$ cat config.mk
export PLATFORM = sky130hd
export DESIGN_NAME = ascon_enc_controller_flat
export DESIGN_NICKNAME = d
export VERILOG_FILES = /design/src/rtl/ascon_enc_controller_if.sv /design/src/rtl/ascon_enc_controller.sv /design/src/flat_wrapper.sv
export SDC_FILE = /design/constraint.sdc
export NUM_CORES = 1
export LEC_CHECK = 0
export ABC_AREA = 1
export CAP_MARGIN = 20
export CORE_AREA = 2 2 480 482
export DETAILED_ROUTE_END_ITERATION = 10
export DIE_AREA = 0 0 482 484
export DONT_BUFFER_PORTS = 1
export MAX_ROUTING_LAYER = met4
export SLEW_MARGIN = 20
export SYNTH_ARGS = -nofsm -noshare
export SYNTH_HDL_FRONTEND = slang
export SYNTH_SLANG_ARGS = --single-unit
$ cat constraint.sdc
create_clock -name clock -period 20.7 [get_ports clock]
set_input_delay 0 -clock clock [delete_from_list [all_inputs] [get_ports clock]]
set_output_delay 0 -clock clock [all_outputs]
set_load 0.05 [all_outputs]
$ cat src/rtl/ascon_enc_controller_if.sv
// Block handshake, result and datapath-control bundle for the Ascon-128 encryption sequencer.
// master = controller side, slave = caller/datapath side.
interface ascon_enc_controller_if;
    // Caller side
    logic                 i_start;
    logic [127:0]         i_key;
    logic [127:0]         i_nonce;
    logic                 i_has_ad;
    logic                 i_blk_valid;
    logic [63:0]          i_blk_data;
    logic                 i_blk_last;
    logic                 o_blk_ready;
    logic                 o_ct_valid;
    logic [63:0]          o_ct_data;
    logic                 o_tag_valid;
    logic [127:0]         o_tag;
    logic                 o_busy;
    // Datapath controls; o_perm_state[4] is word x0, o_perm_state[0] is word x4
    logic                 o_perm_sys_enable;
    logic                 o_perm_mux_select;
    logic                 o_perm_xor_key_begin;
    logic                 o_perm_xor_data_begin;
    logic                 o_perm_xor_key_end;
    logic                 o_perm_xor_lsb_end;
    logic                 o_perm_cipher_reg;
    logic                 o_perm_tag_reg;
    logic                 o_perm_state_reg;
    logic [3:0]           o_perm_round;
    logic [63:0]          o_perm_data;
    logic [127:0]         o_perm_key;
    logic [4:0][63:0]     o_perm_state;
    logic [63:0]          i_perm_cipher;
    logic [127:0]         i_perm_tag;

    modport master (
        input  i_start, i_key, i_nonce, i_has_ad, i_blk_valid, i_blk_data, i_blk_last,
        input  i_perm_cipher, i_perm_tag,
        output o_blk_ready, o_ct_valid, o_ct_data, o_tag_valid, o_tag, o_busy,
        output o_perm_sys_enable, o_perm_mux_select, o_perm_xor_key_begin,
        output o_perm_xor_data_begin, o_perm_xor_key_end, o_perm_xor_lsb_end,
        output o_perm_cipher_reg, o_perm_tag_reg, o_perm_state_reg, o_perm_round,
        output o_perm_data, o_perm_key, o_perm_state
    );

    modport slave (
        output i_start, i_key, i_nonce, i_has_ad, i_blk_valid, i_blk_data, i_blk_last,
        output i_perm_cipher, i_perm_tag,
        input  o_blk_ready, o_ct_valid, o_ct_data, o_tag_valid, o_tag, o_busy,
        input  o_perm_sys_enable, o_perm_mux_select, o_perm_xor_key_begin,
        input  o_perm_xor_data_begin, o_perm_xor_key_end, o_perm_xor_lsb_end,
        input  o_perm_cipher_reg, o_perm_tag_reg, o_perm_state_reg, o_perm_round,
        input  o_perm_data, o_perm_key, o_perm_state
    );
endinterface

$ cat src/rtl/ascon_enc_controller.sv
// Ascon-128 encryption sequencer: FSM, round counter and block handshake driving a
// one-round-per-cycle permutation datapath through init, AD, plaintext and final phases.
module ascon_enc_controller #(
    parameter int unsigned G_ROUNDS_A = 12,
    parameter int unsigned G_ROUNDS_B = 6,
    parameter logic [63:0] G_IV       = 64'h80400c0600000000
) (
    input  logic                   clock,
    input  logic                   reset,
    ascon_enc_controller_if.master bus
);
    // A p^n permutation runs round indices 12-n .. 11.
    localparam logic [3:0] RoundA0 = 4'(12 - G_ROUNDS_A);
    localparam logic [3:0] RoundB0 = 4'(12 - G_ROUNDS_B);
    localparam logic [3:0] LastA   = 4'(G_ROUNDS_A - 1);
    localparam logic [3:0] LastB   = 4'(G_ROUNDS_B - 1);

    typedef enum logic [2:0] {
        StIdle, StInit, StWaitAd, StWaitPt, StAd, StPt, StFinal, StTag
    } state_e;

    state_e       state_q, state_d;
    logic [3:0]   cnt_q, cnt_d;
    logic [127:0] key_q, nonce_q, tag_q;
    logic         has_ad_q, last_q, ct_valid_q, tag_valid_q;
    logic         start_acc, blk_acc, pt_acc;

    // Next-state and per-cycle datapath control decode.
    always_comb begin
        state_d                   = state_q;
        cnt_d                     = cnt_q;
        start_acc                 = 1'b0;
        blk_acc                   = 1'b0;
        pt_acc                    = 1'b0;
        bus.o_blk_ready           = 1'b0;
        bus.o_perm_sys_enable     = 1'b0;
        bus.o_perm_mux_select     = 1'b0;
        bus.o_perm_xor_key_begin  = 1'b0;
        bus.o_perm_xor_data_begin = 1'b0;
        bus.o_perm_xor_key_end    = 1'b0;
        bus.o_perm_xor_lsb_end    = 1'b0;
        bus.o_perm_cipher_reg     = 1'b0;
        bus.o_perm_tag_reg        = 1'b0;
        bus.o_perm_state_reg      = 1'b0;
        bus.o_perm_round          = 4'd0;
        case (state_q)
            StIdle: begin
                if (bus.i_start) begin
                    start_acc = 1'b1;
                    cnt_d     = 4'd0;
                    state_d   = StInit;
                end
            end
            StInit: begin
                bus.o_perm_sys_enable = 1'b1;
                bus.o_perm_state_reg  = 1'b1;
                bus.o_perm_mux_select = (cnt_q != 4'd0);  // cnt 0 loads IV/key/nonce
                bus.o_perm_round      = RoundA0 + cnt_q;
                if (cnt_q == LastA) begin
                    bus.o_perm_xor_key_end = 1'b1;
                    bus.o_perm_xor_lsb_end = !has_ad_q;
                    cnt_d                  = 4'd0;
                    state_d                = has_ad_q ? StWaitAd : StWaitPt;
                end else begin
                    cnt_d = cnt_q + 4'd1;
                end
            end
            StWaitAd, StWaitPt: begin
                bus.o_perm_sys_enable = 1'b1;
                bus.o_perm_mux_select = 1'b1;
                bus.o_blk_ready       = 1'b1;
                if (bus.i_blk_valid) begin
                    // The accept cycle is already the first round of the block.
                    blk_acc                   = 1'b1;
                    bus.o_perm_state_reg      = 1'b1;
                    bus.o_perm_xor_data_begin = 1'b1;
                    bus.o_perm_round          = RoundB0;
                    cnt_d                     = 4'd1;
                    if (state_q == StWaitAd) begin
                        state_d = StAd;
                    end else begin
                        pt_acc                = 1'b1;
                        bus.o_perm_cipher_reg = 1'b1;
                        if (bus.i_blk_last) begin
                            // Last PT block rolls straight into p^a with the key folded in.
                            bus.o_perm_xor_key_begin = 1'b1;
                            bus.o_perm_round         = RoundA0;
                            state_d                  = StFinal;
                        end else begin
                            state_d = StPt;
                        end
                    end
                end
            end
            StAd, StPt: begin
                bus.o_perm_sys_enable = 1'b1;
                bus.o_perm_mux_select = 1'b1;
                bus.o_perm_state_reg  = 1'b1;
                bus.o_perm_round      = RoundB0 + cnt_q;
                if (cnt_q == LastB) begin
                    cnt_d = 4'd0;
                    if (state_q == StAd) begin
                        bus.o_perm_xor_lsb_end = last_q;  // domain separation after AD
                        state_d                = last_q ? StWaitPt : StWaitAd;
                    end else begin
                        state_d = StWaitPt;
                    end
                end else begin
                    cnt_d = cnt_q + 4'd1;
                end
            end
            StFinal: begin
                bus.o_perm_sys_enable = 1'b1;
                bus.o_perm_mux_select = 1'b1;
                bus.o_perm_state_reg  = 1'b1;
                bus.o_perm_round      = RoundA0 + cnt_q;
                if (cnt_q == LastA) begin
                    bus.o_perm_xor_key_end = 1'b1;
                    bus.o_perm_tag_reg     = 1'b1;
                    cnt_d                  = 4'd0;
                    state_d                = StTag;
                end else begin
                    cnt_d = cnt_q + 4'd1;
                end
            end
            StTag: begin
                state_d = StIdle;
            end
            default: begin
                state_d = StIdle;
            end
        endcase
    end

    // FSM state and round counter.
    always_ff @(posedge clock or posedge reset) begin
        if (reset) begin
            state_q <= StIdle;
            cnt_q   <= 4'd0;
        end else begin
            state_q <= state_d;
            cnt_q   <= cnt_d;
        end
    end

    // Operands latched at start, block flags and result registers.
    always_ff @(posedge clock or posedge reset) begin
        if (reset) begin
            key_q       <= '0;
            nonce_q     <= '0;
            has_ad_q    <= 1'b0;
            last_q      <= 1'b0;
            tag_q       <= '0;
            ct_valid_q  <= 1'b0;
            tag_valid_q <= 1'b0;
        end else begin
            if (start_acc) begin
                key_q    <= bus.i_key;
                nonce_q  <= bus.i_nonce;
                has_ad_q <= bus.i_has_ad;
                tag_q    <= '0;
            end
            if (blk_acc) begin
                last_q <= bus.i_blk_last;
            end
            if (state_q == StTag) begin
                tag_q <= bus.i_perm_tag;
            end
            ct_valid_q  <= pt_acc;
            tag_valid_q <= (state_q == StTag);
        end
    end

    assign bus.o_ct_valid   = ct_valid_q;
    assign bus.o_ct_data    = bus.i_perm_cipher;
    assign bus.o_tag_valid  = tag_valid_q;
    assign bus.o_tag        = tag_q;
    assign bus.o_busy       = (state_q != StIdle);
    assign bus.o_perm_key   = key_q;
    assign bus.o_perm_data  = bus.i_blk_data;
    // Zeroed while idle so nothing stale is presented outside an operation.
    assign bus.o_perm_state = (state_q == StIdle) ? '0 : {G_IV, key_q, nonce_q};
endmodule

$ cat src/flat_wrapper.sv
// flat-port wrapper written by rule: the top's interface ports become plain ports
module ascon_enc_controller_flat 
#(
    parameter int unsigned G_ROUNDS_A = 12,
    parameter int unsigned G_ROUNDS_B = 6,
    parameter logic [63:0] G_IV       = 64'h80400c0600000000
)
  (clock, reset, bus_i_start, bus_i_key, bus_i_nonce, bus_i_has_ad, bus_i_blk_valid, bus_i_blk_data, bus_i_blk_last, bus_i_perm_cipher, bus_i_perm_tag, bus_o_blk_ready, bus_o_ct_valid, bus_o_ct_data, bus_o_tag_valid, bus_o_tag, bus_o_busy, bus_o_perm_sys_enable, bus_o_perm_mux_select, bus_o_perm_xor_key_begin, bus_o_perm_xor_data_begin, bus_o_perm_xor_key_end, bus_o_perm_xor_lsb_end, bus_o_perm_cipher_reg, bus_o_perm_tag_reg, bus_o_perm_state_reg, bus_o_perm_round, bus_o_perm_data, bus_o_perm_key, bus_o_perm_state);
  ascon_enc_controller_if bus_i ();
  input  logic clock;
  input  logic reset;
  input wire logic [$bits(bus_i.i_start)-1:0] bus_i_start;
  input wire logic [$bits(bus_i.i_key)-1:0] bus_i_key;
  input wire logic [$bits(bus_i.i_nonce)-1:0] bus_i_nonce;
  input wire logic [$bits(bus_i.i_has_ad)-1:0] bus_i_has_ad;
  input wire logic [$bits(bus_i.i_blk_valid)-1:0] bus_i_blk_valid;
  input wire logic [$bits(bus_i.i_blk_data)-1:0] bus_i_blk_data;
  input wire logic [$bits(bus_i.i_blk_last)-1:0] bus_i_blk_last;
  input wire logic [$bits(bus_i.i_perm_cipher)-1:0] bus_i_perm_cipher;
  input wire logic [$bits(bus_i.i_perm_tag)-1:0] bus_i_perm_tag;
  output wire logic [$bits(bus_i.o_blk_ready)-1:0] bus_o_blk_ready;
  output wire logic [$bits(bus_i.o_ct_valid)-1:0] bus_o_ct_valid;
  output wire logic [$bits(bus_i.o_ct_data)-1:0] bus_o_ct_data;
  output wire logic [$bits(bus_i.o_tag_valid)-1:0] bus_o_tag_valid;
  output wire logic [$bits(bus_i.o_tag)-1:0] bus_o_tag;
  output wire logic [$bits(bus_i.o_busy)-1:0] bus_o_busy;
  output wire logic [$bits(bus_i.o_perm_sys_enable)-1:0] bus_o_perm_sys_enable;
  output wire logic [$bits(bus_i.o_perm_mux_select)-1:0] bus_o_perm_mux_select;
  output wire logic [$bits(bus_i.o_perm_xor_key_begin)-1:0] bus_o_perm_xor_key_begin;
  output wire logic [$bits(bus_i.o_perm_xor_data_begin)-1:0] bus_o_perm_xor_data_begin;
  output wire logic [$bits(bus_i.o_perm_xor_key_end)-1:0] bus_o_perm_xor_key_end;
  output wire logic [$bits(bus_i.o_perm_xor_lsb_end)-1:0] bus_o_perm_xor_lsb_end;
  output wire logic [$bits(bus_i.o_perm_cipher_reg)-1:0] bus_o_perm_cipher_reg;
  output wire logic [$bits(bus_i.o_perm_tag_reg)-1:0] bus_o_perm_tag_reg;
  output wire logic [$bits(bus_i.o_perm_state_reg)-1:0] bus_o_perm_state_reg;
  output wire logic [$bits(bus_i.o_perm_round)-1:0] bus_o_perm_round;
  output wire logic [$bits(bus_i.o_perm_data)-1:0] bus_o_perm_data;
  output wire logic [$bits(bus_i.o_perm_key)-1:0] bus_o_perm_key;
  output wire logic [$bits(bus_i.o_perm_state)-1:0] bus_o_perm_state;
  assign bus_i.i_start = bus_i_start;
  assign bus_i.i_key = bus_i_key;
  assign bus_i.i_nonce = bus_i_nonce;
  assign bus_i.i_has_ad = bus_i_has_ad;
  assign bus_i.i_blk_valid = bus_i_blk_valid;
  assign bus_i.i_blk_data = bus_i_blk_data;
  assign bus_i.i_blk_last = bus_i_blk_last;
  assign bus_i.i_perm_cipher = bus_i_perm_cipher;
  assign bus_i.i_perm_tag = bus_i_perm_tag;
  assign bus_o_blk_ready = bus_i.o_blk_ready;
  assign bus_o_ct_valid = bus_i.o_ct_valid;
  assign bus_o_ct_data = bus_i.o_ct_data;
  assign bus_o_tag_valid = bus_i.o_tag_valid;
  assign bus_o_tag = bus_i.o_tag;
  assign bus_o_busy = bus_i.o_busy;
  assign bus_o_perm_sys_enable = bus_i.o_perm_sys_enable;
  assign bus_o_perm_mux_select = bus_i.o_perm_mux_select;
  assign bus_o_perm_xor_key_begin = bus_i.o_perm_xor_key_begin;
  assign bus_o_perm_xor_data_begin = bus_i.o_perm_xor_data_begin;
  assign bus_o_perm_xor_key_end = bus_i.o_perm_xor_key_end;
  assign bus_o_perm_xor_lsb_end = bus_i.o_perm_xor_lsb_end;
  assign bus_o_perm_cipher_reg = bus_i.o_perm_cipher_reg;
  assign bus_o_perm_tag_reg = bus_i.o_perm_tag_reg;
  assign bus_o_perm_state_reg = bus_i.o_perm_state_reg;
  assign bus_o_perm_round = bus_i.o_perm_round;
  assign bus_o_perm_data = bus_i.o_perm_data;
  assign bus_o_perm_key = bus_i.o_perm_key;
  assign bus_o_perm_state = bus_i.o_perm_state;
  ascon_enc_controller #(.G_ROUNDS_A(G_ROUNDS_A), .G_ROUNDS_B(G_ROUNDS_B), .G_IV(G_IV)) u_core (.clock(clock), .reset(reset), .bus(bus_i));
endmodule
# --- Yosys cells after proc, flatten, opt, wreduce, memory -nomap -nowiden ---
# Index checks and enable logic that the tools add are counted.
totals:
  word_cells: 84
  inputBits: 518
  register_bits: 395
  output_inout_bits: 721
classes:
  addsub: 2
  n_eq_ne: 14
  n_reduce_logical: 14
  n_mux: 45
ops:
  columns: ["operator", "count"]
  rows:
  - ["2-to-1 mux 320 bit", 1]
  - ["2-to-1 mux 128 bit", 2]
  - ["2-to-1 mux 3 bit", 8]
  - ["2-to-1 mux 4 bit", 6]
  - ["2-to-1 mux 1 bit", 21]
  - ["case mux 3 bit (6 select lines)", 1]
  - ["case mux 4 bit (4 select lines)", 1]
  - ["== test 3 bit (second input constant)", 4]
  - ["case mux 4 bit (3 select lines)", 1]
  - ["nonzero test 4 bit", 2]
  - ["== test 3 x 2 -> 1 bit (second input constant)", 2]
  - ["!= test 2 x 1 -> 1 bit (second input constant)", 3]
  - ["case mux 1 bit (2 select lines)", 3]
  - ["OR reduction 2 bit", 3]
  - ["OR reduction 6 bit", 1]
  - ["AND reduction 5 bit", 1]
  - ["OR reduction 5 bit", 1]
  - ["adder 3 x 4 -> 4 bit (first input constant)", 1]
  - ["adder 4 x 1 -> 4 bit (second input constant)", 1]
  - ["== test 4 x 3 -> 1 bit (second input constant)", 1]
  - ["== test 4 bit (second input constant)", 1]
  - ["!= test 2 bit (second input constant)", 2]
  - ["OR reduction 4 bit", 1]
  - ["== test 3 x 1 -> 1 bit (second input constant)", 1]
  - ["other kinds (6)", 6]

# --- Depth between registers and ports, before layout ---
# Gate-level depths: netlist of the first run.
logic_depth:
  depth_word: 4
  ltp_mapped: 10
  mapped_depth_nobuf: 10

# --- Worst setup path after synthesis of the first run ---
# Ideal clock, no wire load.
synth_path:
  path_type: "register -> output"
  startpoint: "reg u_core.state_q[2]"
  endpoint: "out bus_o_perm_round[1]"
  path_buffers: 0
  slack_ps: 18479
  stages_incl_launch_ff: 8
  t_arrival_ps: 2221
  required_ps: 20700
  cell_sequence: "dfrtp_1 -> inv_1 -> nand3_1 -> nand2_1 -> nand2_1 -> inv_1 -> nand2_1 -> o211ai_1"
synth_between:
  elab_chain_cells: 4
synth_rtl:
  columns: ["item", "line", "rtl"]
  rows:
  - ["start: declaration", "ascon_enc_controller.sv:22", "state_e state_q, state_d;"]
  - ["start signal: assignment", "ascon_enc_controller.sv:138", "state_q <= StIdle;"]
  - ["start signal: assignment", "ascon_enc_controller.sv:141", "state_q <= state_d;"]
  - ["== test 3 x 2 -> 1 bit", "ascon_enc_controller.sv:46, ascon_enc_controller.sv:79", null]
  - ["2-to-1 mux 4 bit", "ascon_enc_controller.sv:79", "if (state_q == StWaitAd) begin"]
  - ["2-to-1 mux 4 bit", "ascon_enc_controller.sv:72", "if (bus.i_blk_valid) begin"]
  - ["case mux 4 bit (3 select lines) *", "ascon_enc_controller.sv:46", "case (state_q)"]
  - ["end: declaration", "flat_wrapper.sv:36", "output wire logic [$bits(bus_i.o_perm_round)-1:0] bus_o_perm_round;"]
# Every way passes the cells marked *; elsewhere a longest branch is shown, timed or not.

# --- Worst setup path in the final report of the first run ---
layout_path:
  startpoint: "reg u_core.state_q[1]"
  endpoint: "reg u_core.nonce_q[119]"
layout_between:
  elab_chain_cells: 2
layout_rtl:
  columns: ["item", "line", "rtl"]
  rows:
  - ["logical NOT 3 bit", "ascon_enc_controller.sv:46", null]
  - ["2-to-1 mux 1 bit", "ascon_enc_controller.sv:46", null]
  - ["end signal: assignment", "ascon_enc_controller.sv:159", "nonce_q <= bus.i_nonce;"]
  - ["end: declaration", "ascon_enc_controller.sv:24", "logic [127:0] key_q, nonce_q, tag_q;"]
# Every way passes these cells.
# A chain may end at the register's enable or synchronous reset.

==> flow_metrics.tcl, run 1 <==
set metrics [dict create \
    ys_types 26 \
    cp_max_fo 101 \
    slew_violations 0 \
    track_usage 0.126 \
    powerDensity_mw_per_mm2 216 \
    cts_tree "yes" \
    yosys.area.top_type_share 0.506 \
    max_stage_delay_ps 840 \
    status "finished, final reports clean" \
    grt_max_degree 102 \
    cts_root_buffer "clkbuf_16" \
    peakVddDrop_uv 134 \
    rsz0062_at_grt "no" \
    port_buffers 0 \
    synth-edff-count 0 \
    r2r_setup_slack_ps 15290 \
    timing.setup.tns_ps 0 \
    cap_violations 0 \
    syn_inst 2249 \
    rr_endpoint "u_core.nonce_q[119]" \
    vias 17700 \
    worstSetupStartpoint "u_core.state_q[1]" \
    clk_pin_slew_ps 50 \
    cts_max_path_buffers 3 \
    synthSimpleGateAreaFrac 0.199 \
    whs_ps 0.0193 \
    crit_path_start_kind "flip-flop" \
    h-tree-depth 2 \
    ant_nets 0 \
    min_from "bus_i_blk_data[25]" \
    drc 0 \
    drtPass1Iterations 5 \
    drt_iter0_drc 908 \
    path_common_cell "buf_4" \
    synth_seq_area_share 0.506 \
    grt_overflow 0 \
    chipHeight_um 484 \
    ios 1239 \
    drive_gt1_frac 0.188 \
    wl_per_cell_um 25.8 \
    fin_crit_ps 5410 \
    grt_pass1_wl_um 186000 \
    core_sq_mm 0.229 \
    fmax_mhz 185 \
    path_cells "nor2_4 -> nand2_4 -> inv_8 -> nand2_8 -> buf_4 -> buf_4 -> buf_4 -> nor2_1 -> dlygate4sd3_1 -> a21oi_2" \
    num_rows 176 \
    muxShareOfSynthArea 0 \
    p_leak_nw 13.4 \
    netlist_top_cells_area "dfrtp_1 (51%), a21oi_2 (11%), nor2_1 (10%)" \
    initial_core_util 0.0854 \
    synth_ff_type "dfrtp_1" \
    yosys.area.top_type "dfrtp_1" \
    cts.sinks 395 \
    synth_top_family_by_area "simple AND/OR/NAND/NOR gates" \
    hpwl_um 125000 \
    synth_fa_ha_area_frac 0.00321 \
    setup_viol_count_final 0 \
    grt_pass1_vias 18000 \
    grt_antenna_before_repair 120 \
    utilization 0.130 \
    path_class "reg2reg" \
    relSlewSlack 0.221 \
    hold_viol 0 \
    synth-xor-area-share 0.000449 \
    avgSynthCellArea_sq_um 8.68 \
    r2r_start "u_core.state_q[1]" \
    fillCellCount 25800 \
    numCtsBuffers 52 \
    setup.worst_path.end_class "flip-flop" \
    required_ps 21280 \
    async_reset_ff_frac 1.00 \
    worst_pin_slew_ps 1170 \
    cts_setup_buffers 0 \
    nNetsFinal 3235 \
    synth_seq_cells 395 \
    insertion_delay_ps 670 \
    gp_congestion 0.854 \
    vias_per_cell 3.05 \
    dieArea_sq_mm 0.233 \
    area_delta_synth_final_pct 52.5 \
    synth_common_cells "nor2_1 (527), dfrtp_1 (395), nand2_1 (308), inv_1 (275), a21oi_2 (249)" \
    die_x_um 482 \
    synth_most_common_cell "nor2_1" \
    wirelength_um 150000 \
    rr_worst_depth 10 \
    min_path_type "in2out" \
    endpoint "u_core.nonce_q[119]" \
    yosys_warnings 0 \
    syn_area_sq_mm 0.0195 \
    cp.arrival_ps 5990 \
    min_period_over_period 0.261 \
    synth-compound-area-share 0.117 \
    crit_slowest_cell "buf_4" \
    skew_ps 23.3 \
]
report_power, final:
group          internal, W  switching [W]
logic             0.000637        0.00280
registers          0.00107       0.000992
clock network     0.000543       0.000397
worst min path at each step:
stage | end | cells after the start | slack, ps
floorplan | u_core.last_q | 2 | 110
global placement | u_core.bus.o_perm_key[15] | 1 | -20
detailed placement | u_core.nonce_q[108] | 1 | -20
CTS | bus_o_ct_data[0] | 0 | 0.3
global route | bus_o_perm_data[46] | 0 | 0.09
finish | bus_o_perm_data[25] | 0 | 0.02
layout make-up:
cell class | count | area, sq um | area share
diodes | 34 | 85.1 | 0.00286
clock buffers | 70 | 1490 | 0.0501
clock inverters | 22 | 233 | 0.00782
inverters | 277 | 1060 | 0.0355
multi-input cells | 1313 | 6680 | 0.225
flip-flops and latches | 395 | 9880 | 0.332
well taps | 3026 | 3790 | 0.127
repair buffers | 673 | 6540 | 0.220
cells by family after synthesis:
kind of cell             after synthesis
AND/OR/NAND/NOR                      983
buffers and inverters                598
flip-flops                           395
AO/OA/AOI/OAI                        266
adder cells (fa/ha/maj)                5
XOR/XNOR                               1
other                                  1
layout by cell type, fill, tap and decap left out, types with 2 or more instances in the layout:
cell type	synthesis	routed
dlygate4sd3_1	0	566
nor2_1	527	463
dfrtp_1	395	395
nand2_1	308	308
inv_1	275	273
a21oi_2	249	249
nand3_1	141	141
buf_4	195	100
nor2_2	0	58
conb_1	1	58
clkbuf_16	0	54
diode_2	0	34
a21oi_1	11	11
clkinv_2	0	8
clkbuf_1	10	8
clkbuf_8	0	8
nor2_4	1	7
inv_6	0	6
ha_1	5	5
clkinv_4	0	3
bufinv_16	0	3
o211ai_1	2	2
inv_8	0	2
buf_16	0	2
buf_6	43	2
buf_8	0	2
metrics by stage:
stage / power [W] / cells / setup slack [ps] / cell area [sq um]
final: 0.00644 / 5810 / 15290 / 29800
after global routing: 0.00680 / 5809 / 14980 / 29800
after CTS: 0.00658 / 5776 / 15370 / 29700
after detailed placement: 0.00545 / 5117 / 15880 / 22300
after global placement: 0.00540 / 5116 / 16060 / 22200
after floorplan: 0.00432 / 2306 / 9720 / 19700
timing repair:
action	CTS	global route
resized for setup	0	0
hold buffers	567	0
endpoints found under the hold margin	633	0
routing by layer:
metal  global-route usage  share of wire  vias up
met5                    -              0        -
met4               0.0544          0.053        0
met3               0.0671           0.13      324
met2                0.200           0.45     1282
met1                0.129           0.36     8513
li1                     -              -     7579
worst max-delay path, delay by kind of cell (launching register included):
kind            cells  cell delay, ps
buf+inv             5            3260
flops               1             530
compound gates      1             110
simple gates        4            1150
state kept, by name, indices dropped and copies added (netlist names):
| name | cells |
|---|---|
| u_core.last_q | 1 |
| u_core.bus.o_perm_key | 128 |
| u_core.state_q | 3 |
| u_core.cnt_q | 4 |
| u_core.bus.o_ct_valid | 1 |
| u_core.bus.o_tag | 128 |
| u_core.has_ad_q | 1 |
| u_core.bus.o_tag_valid | 1 |
| u_core.nonce_q | 128 |
Power figures use the tool's default switching activity.
==> run 2: changes to the inputs <==
Clock period 20.7 ns to 4.85 ns, I/O delays scaled along.
==> run 2 against run 1 <==
Sequential power rose to 4.3 times the previous value. Highest routed layer unchanged. Via count rose by 6.7%. Critical path type is now reg2out. Die area unchanged. Sequential share of layout area fell by 2.8 points. Register-to-register slack worse by 14000 ps. Clock skew increased by 21 ps. Hold slack about the same. Combinational power grew to 4.6 times the previous value.
==> flow_metrics.tcl, run 2 (synthesized netlist as in run 1, its figures left out) <==
set metrics [dict create \
    port_buffers 0 \
    wl_per_cell_um 24.9 \
    dpl.cell_count 5149 \
    powerDensity_mw_per_mm2 891 \
    rr_worst_depth 9 \
    dieArea_sq_mm 0.233 \
    utilization 0.142 \
    cts_max_path_buffers 3 \
    dr_wl_met3_um 22000 \
    cts_setup_buffers 0 \
    cts_tree "yes" \
    cap_violations 0 \
    die_x_um 482 \
    cp.arrival_ps 3980 \
    nNetsFinal 3491 \
    status "finished, final reports clean" \
    hold_viol 0 \
    area_delta_synth_final_pct 66.8 \
    ios 1239 \
    grt_pass1_wl_um 190000 \
    track_usage 0.128 \
    relSlewSlack 0.216 \
    stdcell_count 6093 \
    ant_nets 0 \
    gp_congestion 0.896 \
    pre_cts_slack_ps 1680 \
    initial_core_util 0.0854 \
    fillCellCount 25600 \
    grt_max_degree 134 \
    rr_endpoint "u_core.last_q" \
    p_leak_nw 14.7 \
    drc 0 \
    num_rows 176 \
    clk_pin_slew_ps 50 \
    vias_per_cell 3.10 \
    required_ps 4850 \
    crit_path_start_kind "flip-flop" \
    slew_violations 0 \
    setup.worst_path.end_class "primary output" \
    wirelength_um 152000 \
    fmax_mhz 251 \
    routed.top_layer "met4" \
    cts_root_buffer "clkbuf_16" \
    hold_depth 0 \
    rsz0062_at_grt "no" \
    insertion_delay_ps 720 \
    path_class "reg2out" \
    drive_gt1_frac 0.182 \
    drtPass1Iterations 5 \
    r2r_start "u_core.state_q[2]" \
    h-tree-depth 2 \
    skew_ps 44.7 \
    setup_viol_count_final 0 \
    cp_max_fo 7 \
    worst_pin_slew_ps 1170 \
    grt_antenna_before_repair 142 \
    core_sq_mm 0.229 \
    drt_iter0_drc 1040 \
    numCtsBuffers 56 \
    min_from "bus_i_blk_data[9]" \
    chipHeight_um 484 \
    multiInputGateArea_sq_mm 0.00664 \
    grt_overflow 0 \
    min_path_type "in2out" \
    fin_crit_ps 3980 \
    cts.sinks 395 \
    peakVddDrop_uv 728 \
    r2r_setup_slack_ps 1100 \
    regArea_sq_mm 0.00988 \
    min_to "bus_o_perm_data[9]" \
    hpwl_um 125000 \
    power_w 0.0290 \
    layout_commonest_cell "dlygate4sd3_1" \
    layout_setup_ws_ps 870 \
    vias 18900 \
    met2_length_um 68300 \
    grt_pass1_vias 19200 \
    min_period_over_period 0.821 \
    final_cell_mix "dlygate4sd3_1 (787), nor2_1 (474), dfrtp_1 (395)" \
    wl_met1_um 53200 \
]
-- run 2: cell type report --
type / count / share of cell area
well taps: 3026 / 0.116
flip-flops and latches: 395 / 0.304
diodes: 54 / 0.00415
multi-input cells: 1313 / 0.204
inverters: 277 / 0.0324
clock inverters: 34 / 0.0131
clock buffers: 69 / 0.0464
repair buffers: 925 / 0.280
-- run 2: timing repair --
action | CTS | global route
endpoints found under the hold margin | 655 | 0
gates resized for setup | 0 | 0
hold buffers | 787 | 0
-- run 2: per-stage QoR --
stage / TNS (ps) / area [sq um] / hold WS (ps)
floorplan: -184000 / 19700 / 110
global placement: 0 / 22600 / -35.2
detailed placement: 0 / 22600 / -36.1
CTS: 0 / 32400 / 0.341
global route: 0 / 32500 / 0.0948
finish: 0 / 32500 / 0.0220
-- run 2: how the worst max path moves through the flow --
stage / end / start / slack (ps)
global placement: bus_o_perm_round[1] / u_core.state_q[2] / 1790
floorplan: u_core.bus.o_ct_valid / reset / -470
global route: bus_o_perm_round[1] / u_core.state_q[2] / 690
CTS: bus_o_perm_round[1] / u_core.state_q[2] / 850
finish: bus_o_perm_round[1] / u_core.state_q[2] / 870
detailed placement: bus_o_perm_round[1] / u_core.state_q[2] / 1680
-- run 2: routing by layer --
metal  track usage  up-vias
met4        0.0567        0
met3        0.0743      399
met5             -        -
met1         0.125     9021
li1              -     8124
met2         0.204     1344
-- run 2: where the power goes --
part / internal, W / switching, W / leakage, nW / total [W]
Sequential: 0.00456 / 0.00425 / 4.55 / 0.00882
Combinational: 0.00377 / 0.0119 / 9.20 / 0.0157
Clock: 0.00257 / 0.00190 / 0.948 / 0.00446
Total: 0.0109 / 0.0181 / 14.7 / 0.0290
-- run 2: critical path: stages (launching register included) --
cell      delay (ps)
dfrtp_1          460
inv_1            210
nand3_1          170
nand2_1          510
nand2_1          210
inv_1            730
nand2_1          280
o211ai_1         430
buf_8            240
==> run 3: changes to the inputs <==
Clock period 4.85 ns to 3.7 ns, I/O delays scaled along.
==> run 3 against run 2 <==
Hold slack barely moved. Power rose by 41%. Clock-buffer cell count rose by 9. First-iteration DRC count fell by 6.6%. Sequential power rose by 30%. Non-clock buffer count rose by 314. Critical path depth rose by 3. Largest cell class is now non-clock buffers. Utilization rose by 1.1 points. Clock power rose by 23%. Final area rose by 7.9%. Largest power group unchanged. Combinational power rose by 53%. Critical endpoint is now u_core.state_q[1]. Setup slack got worse by 510 ps.
==> flow_metrics.tcl, run 3 (synthesized netlist as in run 1, its figures left out) <==
set metrics [dict create \
    relSlewSlack 0.309 \
    cp.arrival_ps 3890 \
    cts.sinks 395 \
    cts_setup_buffers 0 \
    grt_pass1_wl_um 198000 \
    vias 20200 \
    fin_crit_ps 3340 \
    fillCellCount 25300 \
    cap_violations 0 \
    setup.worst_path.end_class "flip-flop" \
    layout_setup_ws_ps 362 \
    cts_root_buffer "clkbuf_16" \
    grt_antenna_before_repair 128 \
    grt_max_degree 130 \
    h-tree-depth 2 \
    fmax_mhz 300 \
    cts_max_path_buffers 3 \
    rsz0062_at_grt "no" \
    required_ps 4250 \
    dieArea_sq_mm 0.233 \
    min_period_over_period 0.902 \
    drt_iter0_drc 971 \
    path_class "reg2reg" \
    powerDensity_mw_per_mm2 1170 \
    worst_pin_slew_ps 1040 \
    num_rows 176 \
    cp_max_fo 48 \
    slew_violations 0 \
    setup_viol_count_final 0 \
    min_path_type "in2out" \
    wirelength_um 157000 \
    final_cell_mix "dlygate4sd3_1 (921), nor2_1 (474), dfrtp_1 (395)" \
    p_leak_nw 16.1 \
    vias_per_cell 3.16 \
    chipHeight_um 484 \
    status "finished, final reports clean" \
    area_delta_synth_final_pct 80.0 \
    port_buffers 0 \
    skew_ps 24.0 \
    peakVddDrop_uv 876 \
    utilization 0.154 \
    cts_tree "yes" \
    insertion_delay_ps 690 \
    gp_congestion 0.906 \
    whs_ps 0.0193 \
    hpwl_um 126000 \
    power_w 0.0410 \
    grt_overflow 0 \
    die_x_um 482 \
    initial_core_util 0.0854 \
    wl_per_cell_um 24.5 \
    hold_viol 0 \
    numCtsBuffers 55 \
    nNetsFinal 3804 \
    drive_gt1_frac 0.217 \
    grt_pass1_vias 21000 \
    drc 0 \
    layout_commonest_cell "dlygate4sd3_1" \
    drtPass1Iterations 6 \
    pre_cts_slack_ps 1270 \
    core_sq_mm 0.229 \
    crit_path_start_kind "flip-flop" \
    ios 1239 \
    ant_nets 0 \
    track_usage 0.132 \
    clk_pin_slew_ps 60 \
]
-- run 3: cell count changes in the layout (fill, tap and decap cells not counted), moves of 4 or more --
cell	change
dlygate4sd3_1	+134
clkbuf_8	+6
buf_12	+4
diode_2	-16
bufinv_16	-5
clkbuf_1	+4
buf_4	+176
-- run 3: final cells by class --
cell class	instances	area, sq um	area share
Timing Repair Buffer	1239	11800	0.337
Tap cell	3026	3790	0.108
Antenna cell	38	95.1	0.00271
Multi-Input combinational cell	1313	6630	0.189
Sequential cell	395	9880	0.281
Clock buffer	78	1580	0.0451
Clock inverter	25	234	0.00666
Inverter	277	1060	0.0301
-- run 3: repair_timing --
action | in CTS | in global routing
hold buffers | 921 | 0
hold endpoints to repair | 789 | 0
gates resized for setup | 0 | 0
-- run 3: power by group --
part           total, W  switching [W]  internal (W)
combinational    0.0240         0.0165       0.00759
sequential       0.0115        0.00551       0.00598
clock           0.00547        0.00239       0.00308
-- run 3: routing by layer --
layer	vias to the layer above	track usage	wire length, um
li1	8725	-	-
met1	9635	0.137	57200
met2	1390	0.206	68600
met3	419	0.0640	20300
met4	0	0.0730	10700
met5	-	-	0
-- run 3: worst paths after layout --
| kind | startpoint | endpoint | slack (ps) | cells after the start |
|---|---|---|---|---|
| worst max register to register | u_core.state_q[1] | u_core.state_q[1] | 360 | 11 |
| worst min-delay path | bus_i_blk_data[27] | bus_o_perm_data[27] | 0.02 | 0 |
| min in group asynchronous | reset | u_core.nonce_q[17] | 190 | 3 |
| worst min register to register | u_core.nonce_q[108] | u_core.nonce_q[108] | 510 | 2 |
| worst max-delay path | u_core.state_q[1] | u_core.state_q[1] | 360 | 11 |
| max in group asynchronous | reset | u_core.nonce_q[51] | 2620 | 3 |
-- run 3: critical path, stage by stage (launching register included) --
cell and delay [ps]:
dfrtp_1 490, nor2_4 240, nand2_4 220, inv_8 140
buf_4 580, nand2_1 140, nand2_1 100, dlygate4sd3_1 550
nor2_1 70, nand2_1 60, nand2_1 50, dlygate4sd3_1 550
-- run 3: stage by stage --
step	instance area, sq um	cells	setup TNS, ps
final	35100	6391	0
after CTS	35000	6353	0
after floorplan	19700	2306	-638250
after global routing	35100	6385	0
after detailed placement	24000	5329	0
after global placement	24000	5329	0
